File: config.mk
export PLATFORM = sky130hd
export DESIGN_NAME = cacheline_arbiter
export DESIGN_NICKNAME = d
export VERILOG_FILES = /design/src/rtl/cacheline_arbiter.sv
export SDC_FILE = /design/constraint.sdc
export NUM_CORES = 1
export LEC_CHECK = 0
export CAP_MARGIN = 25
export CORE_AREA = 2 2 386 388
export DETAILED_ROUTE_END_ITERATION = 8
export DIE_AREA = 0 0 388 390
export PLACE_DENSITY = 0.4
export REMOVE_ABC_BUFFERS = 1
export SKIP_CTS_REPAIR_TIMING = 1
export SYNTH_ARGS = -nofsm -noshare
export SYNTH_HDL_FRONTEND = slang
export SYNTH_SLANG_ARGS = --single-unit
File: constraint.sdc
create_clock -name clk -period 2.9 [get_ports clk]
set_input_delay 0.58 -clock clk [delete_from_list [all_inputs] [get_ports clk]]
set_output_delay 0.58 -clock clk [all_outputs]
set_load 0.01 [all_outputs]
File: src/rtl/cacheline_arbiter.sv
// Cacheline arbiter: merges I-cache and D-cache line requests onto one burst
// memory port and splits each cacheline into sequential beats. D-side wins
// ties because a D miss stalls the whole pipeline.
module cacheline_arbiter #(
    parameter int BEATS  = 4,
    parameter int BEAT_W = 64,
    parameter int LINE_W = 256   // must equal BEATS*BEAT_W
) (
    input  logic              clk,
    input  logic              rst,
    input  logic [31:0]       icache_pmem_address,
    input  logic              icache_pmem_read,
    output logic [LINE_W-1:0] icache_pmem_rdata,
    output logic              icache_pmem_resp,
    input  logic [31:0]       dcache_pmem_address,
    input  logic              dcache_pmem_read,
    input  logic              dcache_pmem_write,
    input  logic [LINE_W-1:0] dcache_pmem_wdata,
    output logic [LINE_W-1:0] dcache_pmem_rdata,
    output logic              dcache_pmem_resp,
    output logic [31:0]       bmem_address,
    output logic              bmem_read,
    output logic              bmem_write,
    output logic [BEAT_W-1:0] bmem_wdata,
    input  logic [BEAT_W-1:0] bmem_rdata,
    input  logic              bmem_resp
);

    localparam int CNT_W = (BEATS > 1) ? $clog2(BEATS) : 1;
    localparam int OFF_W = $clog2(LINE_W / 8);

    typedef enum logic [1:0] {IDLE, RD_BURST, WR_BURST, DONE} state_t;

    state_t            state, state_nxt;
    logic              owner_d;      // 1: D-cache owns the port, 0: I-cache
    logic [CNT_W-1:0]  cnt;
    logic [LINE_W-1:0] line_q;
    logic [LINE_W-1:0] wdata_q;
    logic [31:0]       addr_q;
    logic              last_beat;

    assign last_beat = bmem_resp && (cnt == CNT_W'(BEATS - 1));

    // State register
    always_ff @(posedge clk) begin
        if (rst) state <= IDLE;
        else     state <= state_nxt;
    end

    // Next-state: write beats read on the D side, D beats I, beats advance on resp
    always_comb begin
        state_nxt = state;
        case (state)
            IDLE: begin
                if (dcache_pmem_write)     state_nxt = WR_BURST;
                else if (dcache_pmem_read) state_nxt = RD_BURST;
                else if (icache_pmem_read) state_nxt = RD_BURST;
            end
            RD_BURST: if (last_beat) state_nxt = DONE;
            WR_BURST: if (last_beat) state_nxt = DONE;
            DONE:     state_nxt = IDLE;
            default:  state_nxt = IDLE;
        endcase
    end

    // Datapath: grant latching in IDLE, beat assembly and counting in bursts
    always_ff @(posedge clk) begin
        if (rst) begin
            owner_d <= 1'b0;
            cnt     <= '0;
            line_q  <= '0;
            wdata_q <= '0;
            addr_q  <= '0;
        end else begin
            case (state)
                IDLE: begin
                    cnt <= '0;
                    if (dcache_pmem_write) begin
                        owner_d <= 1'b1;
                        addr_q  <= {dcache_pmem_address[31:OFF_W], OFF_W'(0)};
                        wdata_q <= dcache_pmem_wdata;
                    end else if (dcache_pmem_read) begin
                        owner_d <= 1'b1;
                        addr_q  <= {dcache_pmem_address[31:OFF_W], OFF_W'(0)};
                    end else if (icache_pmem_read) begin
                        owner_d <= 1'b0;
                        addr_q  <= {icache_pmem_address[31:OFF_W], OFF_W'(0)};
                    end
                end
                RD_BURST: begin
                    if (bmem_resp) begin
                        line_q[BEAT_W*cnt +: BEAT_W] <= bmem_rdata;
                        cnt <= cnt + 1'b1;
                    end
                end
                WR_BURST: begin
                    if (bmem_resp) cnt <= cnt + 1'b1;
                end
                default: ;
            endcase
        end
    end

    // Outputs: memory strobes from state, one-cycle resp to the owner in DONE
    always_comb begin
        bmem_read        = (state == RD_BURST);
        bmem_write       = (state == WR_BURST);
        bmem_address     = (bmem_read || bmem_write) ? addr_q : '0;
        bmem_wdata       = bmem_write ? wdata_q[BEAT_W*cnt +: BEAT_W] : '0;
        icache_pmem_resp = (state == DONE) && !owner_d;
        dcache_pmem_resp = (state == DONE) &&  owner_d;
    end

    // Line buffer is presented continuously; consumers sample on resp only
    assign icache_pmem_rdata = line_q;
    assign dcache_pmem_rdata = line_q;

endmodule

; ---- Word level (Yosys, flattened, before mapping)
; Index checks and enable logic that the tools add are counted.
[word_totals]
reg_bits = 549
input_bits = 390
output_inout_bits = 612
elab_cells = 48
[classes]
addsub = 2
n_eq_ne = 7
shift = 3
n_mux = 16
reduce_logical = 14
[op_table]
columns = cell, n
row1 = bitwise mux 256 bit, 1
row2 = "variable shift 64 x 34 -> 256 bit, first input constant", 1
row3 = variable part select 256 x 9 -> 64 bit, 1
row4 = variable part select 64 x 34 -> 256 bit, 1
row5 = 2-to-1 mux 32 bit, 4
row6 = 2-to-1 mux 64 bit, 1
row7 = negator 8 -> 34 bit, 1
row8 = 2-to-1 mux 2 bit, 5
row9 = AND reduction 2 bit, 5
row10 = "== test 2 bit, second input constant", 3
row11 = case mux 2 bit (3 select lines), 1
row12 = "inequality test 2 x 1 -> 1 bit, second input constant", 2
row13 = "inequality test 4 bit, second input constant", 1
row14 = case mux 2 bit (2 select lines), 1
row15 = logical AND 1 bit, 3
row16 = 2-to-1 mux 1 bit, 3
row17 = nonzero test 3 bit, 1
row18 = "adder 2 x 1 -> 2 bit, second input constant", 1
row19 = "== test 2 x 1 -> 1 bit, second input constant", 1
row20 = logical NOT 2 bit, 1
row21 = nonzero test 2 bit, 1
row22 = OR reduction 2 bit, 1
row23 = logical NOT 1 bit, 1
row24 = logical OR 1 bit, 1

; ---- Depth between registers and ports, before layout
; Gate-level depths: netlist of run 1.
[depth]
ltp_word = 4
ltp_mapped = 10
ltp_nobuf = 5

; ---- Worst setup path after synthesis of run 1
; No wires, ideal clock.
[synth_path]
path_type = register -> register
startpoint = reg cnt[0]
endpoint = reg line_q[132] (netlist: dcache_pmem_rdata[132])
setup_time_ns = 0.059
arrival_ns = 2.163
setup_slack_ns = 0.678
stages_incl_launch_ff = 10
path_buffers = 4
synth_period_minus_slack_ns = 2.222
path_cell_list = dfxtp_1 buf_6 buf_6 buf_6 inv_1 ha_1 nand2b_1 nor4_4 buf_6 a31o_1
[synth_between]
elab_chain_cells = 3
[synth_lines]
columns = element, line_no
row1 = start: declaration, 36  ; logic [CNT_W-1:0] cnt;
row2 = start signal: assignment, 93  ; cnt <= cnt + 1'b1;
row3 = start signal: assignment, 97  ; if (bmem_resp) cnt <= cnt + 1'b1;
row4 = negator 8 -> 34 bit *, 92  ; line_q[BEAT_W*cnt +: BEAT_W] <= bmem_rdata;
row5 = variable part select 64 x 34 -> 256 bit / variable shift 64 x 34 -> 256 bit (equally long branches), 92
row6 = bitwise mux 256 bit *, 92
row7 = end signal: indexed assignment, 92
row8 = end: declaration, 37  ; logic [LINE_W-1:0] line_q;
; Mark *: on every way between the ends. The rest lies on a longest branch, timed or not.
; A chain may end at the register's enable or synchronous reset.

; ---- Worst setup path in the final report of run 1
[layout_path]
startpoint = reg cnt[0]
endpoint = out bmem_wdata[21]
[layout_between]
elab_chain_cells = 2
[layout_lines]
columns = element, line_no
row1 = variable part select 256 x 9 -> 64 bit, 109  ; bmem_wdata = bmem_write ? wdata_q[BEAT_W*cnt +: BEAT_W] : '0;
row2 = 2-to-1 mux 64 bit, 109
row3 = end: declaration, 24  ; output logic [BEAT_W-1:0] bmem_wdata,
; No other way between the ends.

==> flow_metrics.py, run 1 <==
metrics = {
    "global_route": {
        "grt_pass1_wl_um": 182000,
        "grt.overflow.total": 0,
        "antenna_found_initial": 11,
        "grt_max_degree": 65,
        "grt_pass1_vias": 22100,
        "track_usage_pct": 17.0,
    },
    "sta": {
        "finalSetupTns_ns": -0.260,
        "setup_viol": 17,
        "finalWorstSetupSlack_ns": -0.0506,
        "final-max-slew-violation-count": 0,
        "period_share_pct": 102,
        "worstMarginPinSlew_ns": 0.999,
        "rsz0062_at_grt": "yes",
        "hold_ws_ns": 0.421,
        "min_period_ns": 2.95,
        "maxSlewHeadroom_pct": 33.1,
        "hold_viol_final": 0,
        "finClkSkew_ns": 0.0271,
        "max_freq_mhz": 339,
    },
    "cells_and_area": {
        "layout-drive-gt1-share_pct": 12.3,
        "area_delta_synth_final_pct": 58.1,
        "num-fill-cells": 16100,
        "multiInputGateArea_mm2": 0.00996,
        "seqCellArea_mm2": 0.0109,
        "final_area_mm2": 0.0375,
        "layout.nets": 3862,
        "layout_commonest_cell": "clkdlybuf4s50_1",
        "layout_common_cells": "clkdlybuf4s50_1 (894), nand2_1 (640), dfxtp_1 (540), a21oi_1 (356), nor2_1 (126)",
    },
    "run": {
        "maxCapViolations": 0,
    },
    "outcome": {
        "status": "finished, violations left",
        "violations": "negative setup slack",
    },
    "synth": {
        "async_flop_share_pct": 0,
        "synth-edff-count": 0,
        "yosysUniqueCellTypes": 36,
        "ys_seq_elements": 544,
        "synth.cell_area_mm2": 0.0237,
        "synth-warning-count": 0,
        "synth_cells": 2742,
        "avgSynthCellArea_um2": 8.66,
        "synth_sequential_area_ratio_pct": 45.9,
        "synth_flop_cell": "dfxtp_1",
    },
    "cts": {
        "cts_tree": "yes",
        "cts_htree_levels": 3,
        "root_buffer": "clkbuf_16",
        "cts.sink_count": 544,
        "clk_path_buf_depth": 3,
        "numCtsBuffers": 70,
        "clock_latency_ns": 0.66,
        "clk_pin_slew_ns": 0.06,
    },
    "worst_setup_path": {
        "slowest_delay_ns": 0.48,
        "crit_fanout": 5,
        "crit_slowest_cell": "mux4_2",
        "crit_chain": "buf_12, buf_12, buf_16, buf_4, mux4_2, and2_4, buf_6",
        "critPathCaptureType": "primary output",
        "rr_worst_depth": 9,
        "cp.arrival_ns": 2.37,
        "crit_required_ns": 2.32,
        "cpMostUsedCell": "buf_12",
        "crit_type": "flip-flop to primary output",
        "critPathLaunchType": "flip-flop",
    },
    "power_and_ir_drop": {
        "power.internal_uw": 16900,
        "p_sw_share_pct": 32.3,
        "total_power_uw": 25000,
        "powerDensity_mw_per_mm2": 665,
        "seqPwrFrac_pct": 35.8,
        "clkPwrFrac_pct": 36.3,
        "cellLeakagePower_uw": 0.0138,
        "ir_worst_vdd_uv": 468,
        "power_frac_comb_pct": 27.9,
        "switchingPower_uw": 8050,
    },
    "detailed_routing": {
        "ant_nets": 0,
        "num_vias": 22700,
        "drc": 0,
        "drt_first_pass_iters": 5,
        "top_layer_used": "met5",
        "wl_um": 137000,
        "wl_met2_um": 64200,
        "met3WireLength_um": 11300,
        "wl_met1_um": 56500,
        "drtIter0Drc": 1349,
        "wl_per_cell_um": 25.0,
        "via_per_inst": 4.15,
    },
    "die": {
        "die_w_um": 388,
        "num_rows": 141,
        "ios": 1002,
        "die_height_um": 390,
        "dieArea_mm2": 0.151,
        "core-area_mm2": 0.147,
        "start_util_pct": 16.1,
    },
    "placed_design": {
        "placed_cell_area_mm2": 0.0344,
        "gp_congestion": 0.848,
        "port_buffers": 986,
        "dp_hpwl_um": 102000,
    },
    "hold_path": {
        "whs_path_depth": 2,
        "hold_path_class": "input pin to flip-flop",
    },
}
## power groups by stage
stage / sequential, uW / clock [uW] / combinational (uW)
after floorplan: 8990 / 0 / 2580
after global placement: 9090 / 0 / 6280
after detailed placement: 9100 / 0 / 6290
after CTS: 8950 / 9400 / 6310
after global routing: 9050 / 9650 / 7470
final: 8950 / 9060 / 6960
## per-layer routing
metal  track usage, %  vias up
met1             20.5    11100
met5                0        -
li1                 -    10600
met4             5.79        8
met3             6.09      147
met2             27.8      838
## final cells by class
| type | instances | area share [%] |
|---|---|---|
| Clock buffer | 106 | 5.57 |
| Inverter | 4 | 0.0400 |
| Multi-Input combinational cell | 1697 | 26.5 |
| Antenna cell | 8 | 0.0533 |
| Sequential cell | 544 | 29.0 |
| Tap cell | 1930 | 6.43 |
| Clock inverter | 21 | 0.657 |
| Timing Repair Buffer | 1145 | 31.7 |
## final timing paths
check / startpoint / to / slack (ns)
max: cnt[0] / bmem_wdata[21] / -0.05
min: rst / dcache_pmem_rdata[84] / 0.42
min reg2reg: wdata_q[129] / wdata_q[129] / 0.45
max reg2reg: cnt[0] / dcache_pmem_rdata[233] / 0.21
## kinds of logic (layout without fill, tap and decap cells)
logic type,count (synthesis),after routing,synth area share [%]
flops,544,544,45.9
fa+ha+maj,10,10,0.527
buf+inv,505,1276,13.0
other cells,1,13,0.0158
simple gates,1041,1041,19.3
compound gates,574,574,15.1
mux,67,67,6.21
## synth_stat cells (27+ instances only)
library cell,number,area share (%)
clkbuf_1,126,2.0
buf_2,83,1.7
mux4_2,64,6.1
and2_1,95,2.5
a32oi_1,97,3.6
a31o_1,60,2.2
nand2_1,641,10
a311oi_1,27,1.0
dfxtp_1,544,46
a21oi_1,356,7.5
nor2_1,126,2.0
nand3_1,100,2.1
buf_4,265,8.4
nor3b_1,64,2.0
## critical path, delay by kind of cell (launching register included)
kind | cells | cell delay [ns]
simple gates | 1 | 0.19
flops | 1 | 0.40
buf+inv | 5 | 0.63
mux | 1 | 0.48
## stage by stage
stage,std cells,worst slack [ns],util [%]
after CTS,5397,-0.465,25.0
after floorplan,2245,-6.04,-
final,5455,-0.0506,25.5
after global routing,5448,-0.177,25.5
after detailed placement,5270,0.161,23.4
after global placement,5270,0.164,23.4
## registers in the layout, indices dropped and copies added, names as in the netlist
signal             flops
dcache_pmem_rdata    256
wdata_q              256
addr_q                27
cnt                    2
state                  2
owner_d                1
(Power assumes the default switching activity.)
==> run 2: changes to the inputs <==
- CORE_AREA: 2 2 386 388 -> 10 10 383 385
- DIE_AREA: 0 0 388 390 -> 0 0 393 395
- PLACE_DENSITY: 0.4 -> 0.41
==> flow_metrics.py, run 2 (synthesized netlist as in run 1, its figures left out) <==
metrics = {
    "hold_path": {
        "hold_path_class": "input pin to flip-flop",
        "min_to": "wdata_q[151]",
        "whs_path_depth": 2,
        "min-delay-start": "rst",
    },
    "die": {
        "die_height_um": 395,
        "start_util_pct": 17.1,
        "core-area_mm2": 0.139,
        "num_rows": 137,
        "die_w_um": 393,
        "ios": 1002,
        "dieArea_mm2": 0.155,
    },
    "worst_setup_path": {
        "crit_chain": "buf_12, buf_8, buf_16, buf_12, buf_12, mux4_2, and2_1, clkbuf_2",
        "cpMostUsedCell": "buf_12",
        "crit_fanout": 6,
        "crit_slowest_cell": "mux4_2",
        "critPathCaptureType": "primary output",
        "critPathLaunchType": "flip-flop",
        "slowest_delay_ns": 0.47,
        "crit_type": "flip-flop to primary output",
        "cp.arrival_ns": 2.40,
        "rrSetupSlack_ns": 0.26,
        "r2r-end": "dcache_pmem_rdata[125]",
        "rr_worst_depth": 8,
        "crit_required_ns": 2.32,
        "r2r-start": "cnt[0]",
    },
    "power_and_ir_drop": {
        "p_sw_share_pct": 31.9,
        "switchingPower_uw": 8010,
        "powerDensity_mw_per_mm2": 673,
        "seqPwrFrac_pct": 35.7,
        "cellLeakagePower_uw": 0.0136,
        "power_frac_comb_pct": 26.7,
        "ir_worst_vdd_uv": 723,
        "power.internal_uw": 17100,
        "clkPwrFrac_pct": 37.6,
    },
    "cts": {
        "cts_htree_levels": 3,
        "cts.sink_count": 544,
        "root_buffer": "clkbuf_16",
        "clock_latency_ns": 0.68,
        "cts_tree": "yes",
        "numCtsBuffers": 72,
        "clk_path_buf_depth": 3,
        "clk_pin_slew_ns": 0.06,
    },
    "detailed_routing": {
        "met3WireLength_um": 14300,
        "wl_met1_um": 52200,
        "wl_met2_um": 68100,
        "ant_nets": 0,
        "num_vias": 22500,
        "wl_per_cell_um": 26.2,
        "drtIter0Drc": 1323,
        "drt_first_pass_iters": 5,
        "wl_um": 139000,
        "via_per_inst": 4.25,
        "drc": 0,
        "top_layer_used": "met5",
    },
    "sta": {
        "hold_viol_final": 0,
        "final-max-slew-violation-count": 0,
        "max_freq_mhz": 335,
        "maxSlewHeadroom_pct": 47.0,
        "finClkSkew_ns": 0.0460,
        "worstMarginPinSlew_ns": 0.795,
        "min_period_ns": 2.98,
        "finalSetupTns_ns": -0.932,
        "hold_ws_ns": 0.375,
        "rsz0062_at_grt": "yes",
        "setup_viol": 23,
        "period_share_pct": 103,
        "finalWorstSetupSlack_ns": -0.0824,
    },
    "placed_design": {
        "port_buffers": 986,
        "dp_slack_ns": 0.248,
        "gp_congestion": 0.820,
        "dpl.cell_count": 5133,
        "dp_hpwl_um": 104000,
    },
    "cells_and_area": {
        "layout-drive-gt1-share_pct": 12.0,
        "layout.nets": 3842,
        "seqCellArea_mm2": 0.0109,
        "layout_common_cells": "clkdlybuf4s50_1 (898), nand2_1 (640), dfxtp_1 (541), a21oi_1 (356), nor2_1 (126)",
        "layout_commonest_cell": "clkdlybuf4s50_1",
        "multiInputGateArea_mm2": 0.00997,
        "area_delta_synth_final_pct": 57.0,
        "instances_no_fill": 5306,
        "num-fill-cells": 15000,
        "final_util_pct": 26.8,
    },
    "global_route": {
        "grt_max_degree": 70,
        "antenna_found_initial": 12,
        "grt_pass1_vias": 22600,
        "track_usage_pct": 16.7,
        "grt.overflow.total": 0,
        "grt_pass1_wl_um": 186000,
    },
    "outcome": {
        "violations": "negative setup slack",
        "status": "finished, violations left",
    },
    "run": {
        "maxCapViolations": 0,
    },
}
run 2: through the flow:
stage	area [um2]	power, uW
2_1_floorplan	20700	11600
3_3_place_gp	34100	15300
3_5_place_dp	34100	15300
4_1_cts	36600	24900
5_1_grt	37300	26400
6_report	37300	25100
run 2: cell type report:
class | count | area share, %
repair buffers | 1123 | 31.1
flip-flops and latches | 544 | 29.2
multi-input cells | 1697 | 26.7
well taps | 1807 | 6.06
clock buffers | 107 | 5.75
clock inverters | 19 | 1.01
inverters | 4 | 0.0403
diodes | 5 | 0.0336
run 2: metal layers:
layer	track usage [%]	up-vias
met5	0	-
li1	-	10500
met4	4.87	14
met1	18.4	11100
met2	28.8	782
met3	7.55	137
run 2: critical path: cells and delay by family (launching register included):
family	cells	cell delay [ns]
simple gates	1	0.16
mux	1	0.47
flops	1	0.39
buf+inv	6	0.71
run 2: power by group through the flow:
stage	logic [uW]	clock network, uW	registers, uW
global route	7260	10000	9060
CTS	6210	9760	8960
finish	6690	9440	8960
detailed placement	6190	0	9110
global placement	6170	0	9100
floorplan	2580	0	8990
run 2: worst max path at each step:
stage | end | start
6_report | bmem_wdata[46] | cnt[0]
3_3_place_gp | bmem_wdata[62] | cnt[0]
5_1_grt | bmem_wdata[41] | cnt[0]
2_1_floorplan | dcache_pmem_rdata[0] | cnt[0]
4_1_cts | bmem_wdata[62] | cnt[0]
3_5_place_dp | bmem_wdata[62] | cnt[0]
==> run 3: changes to the inputs <==
- CORE_AREA: 10 10 383 385 -> 2 2 386 388
- DIE_AREA: 0 0 393 395 -> 0 0 388 390
- PLACE_DENSITY: 0.41 -> 0.4
==> results of run 3 <==
Final layout, timing and power as in run 1 (identical DEF).
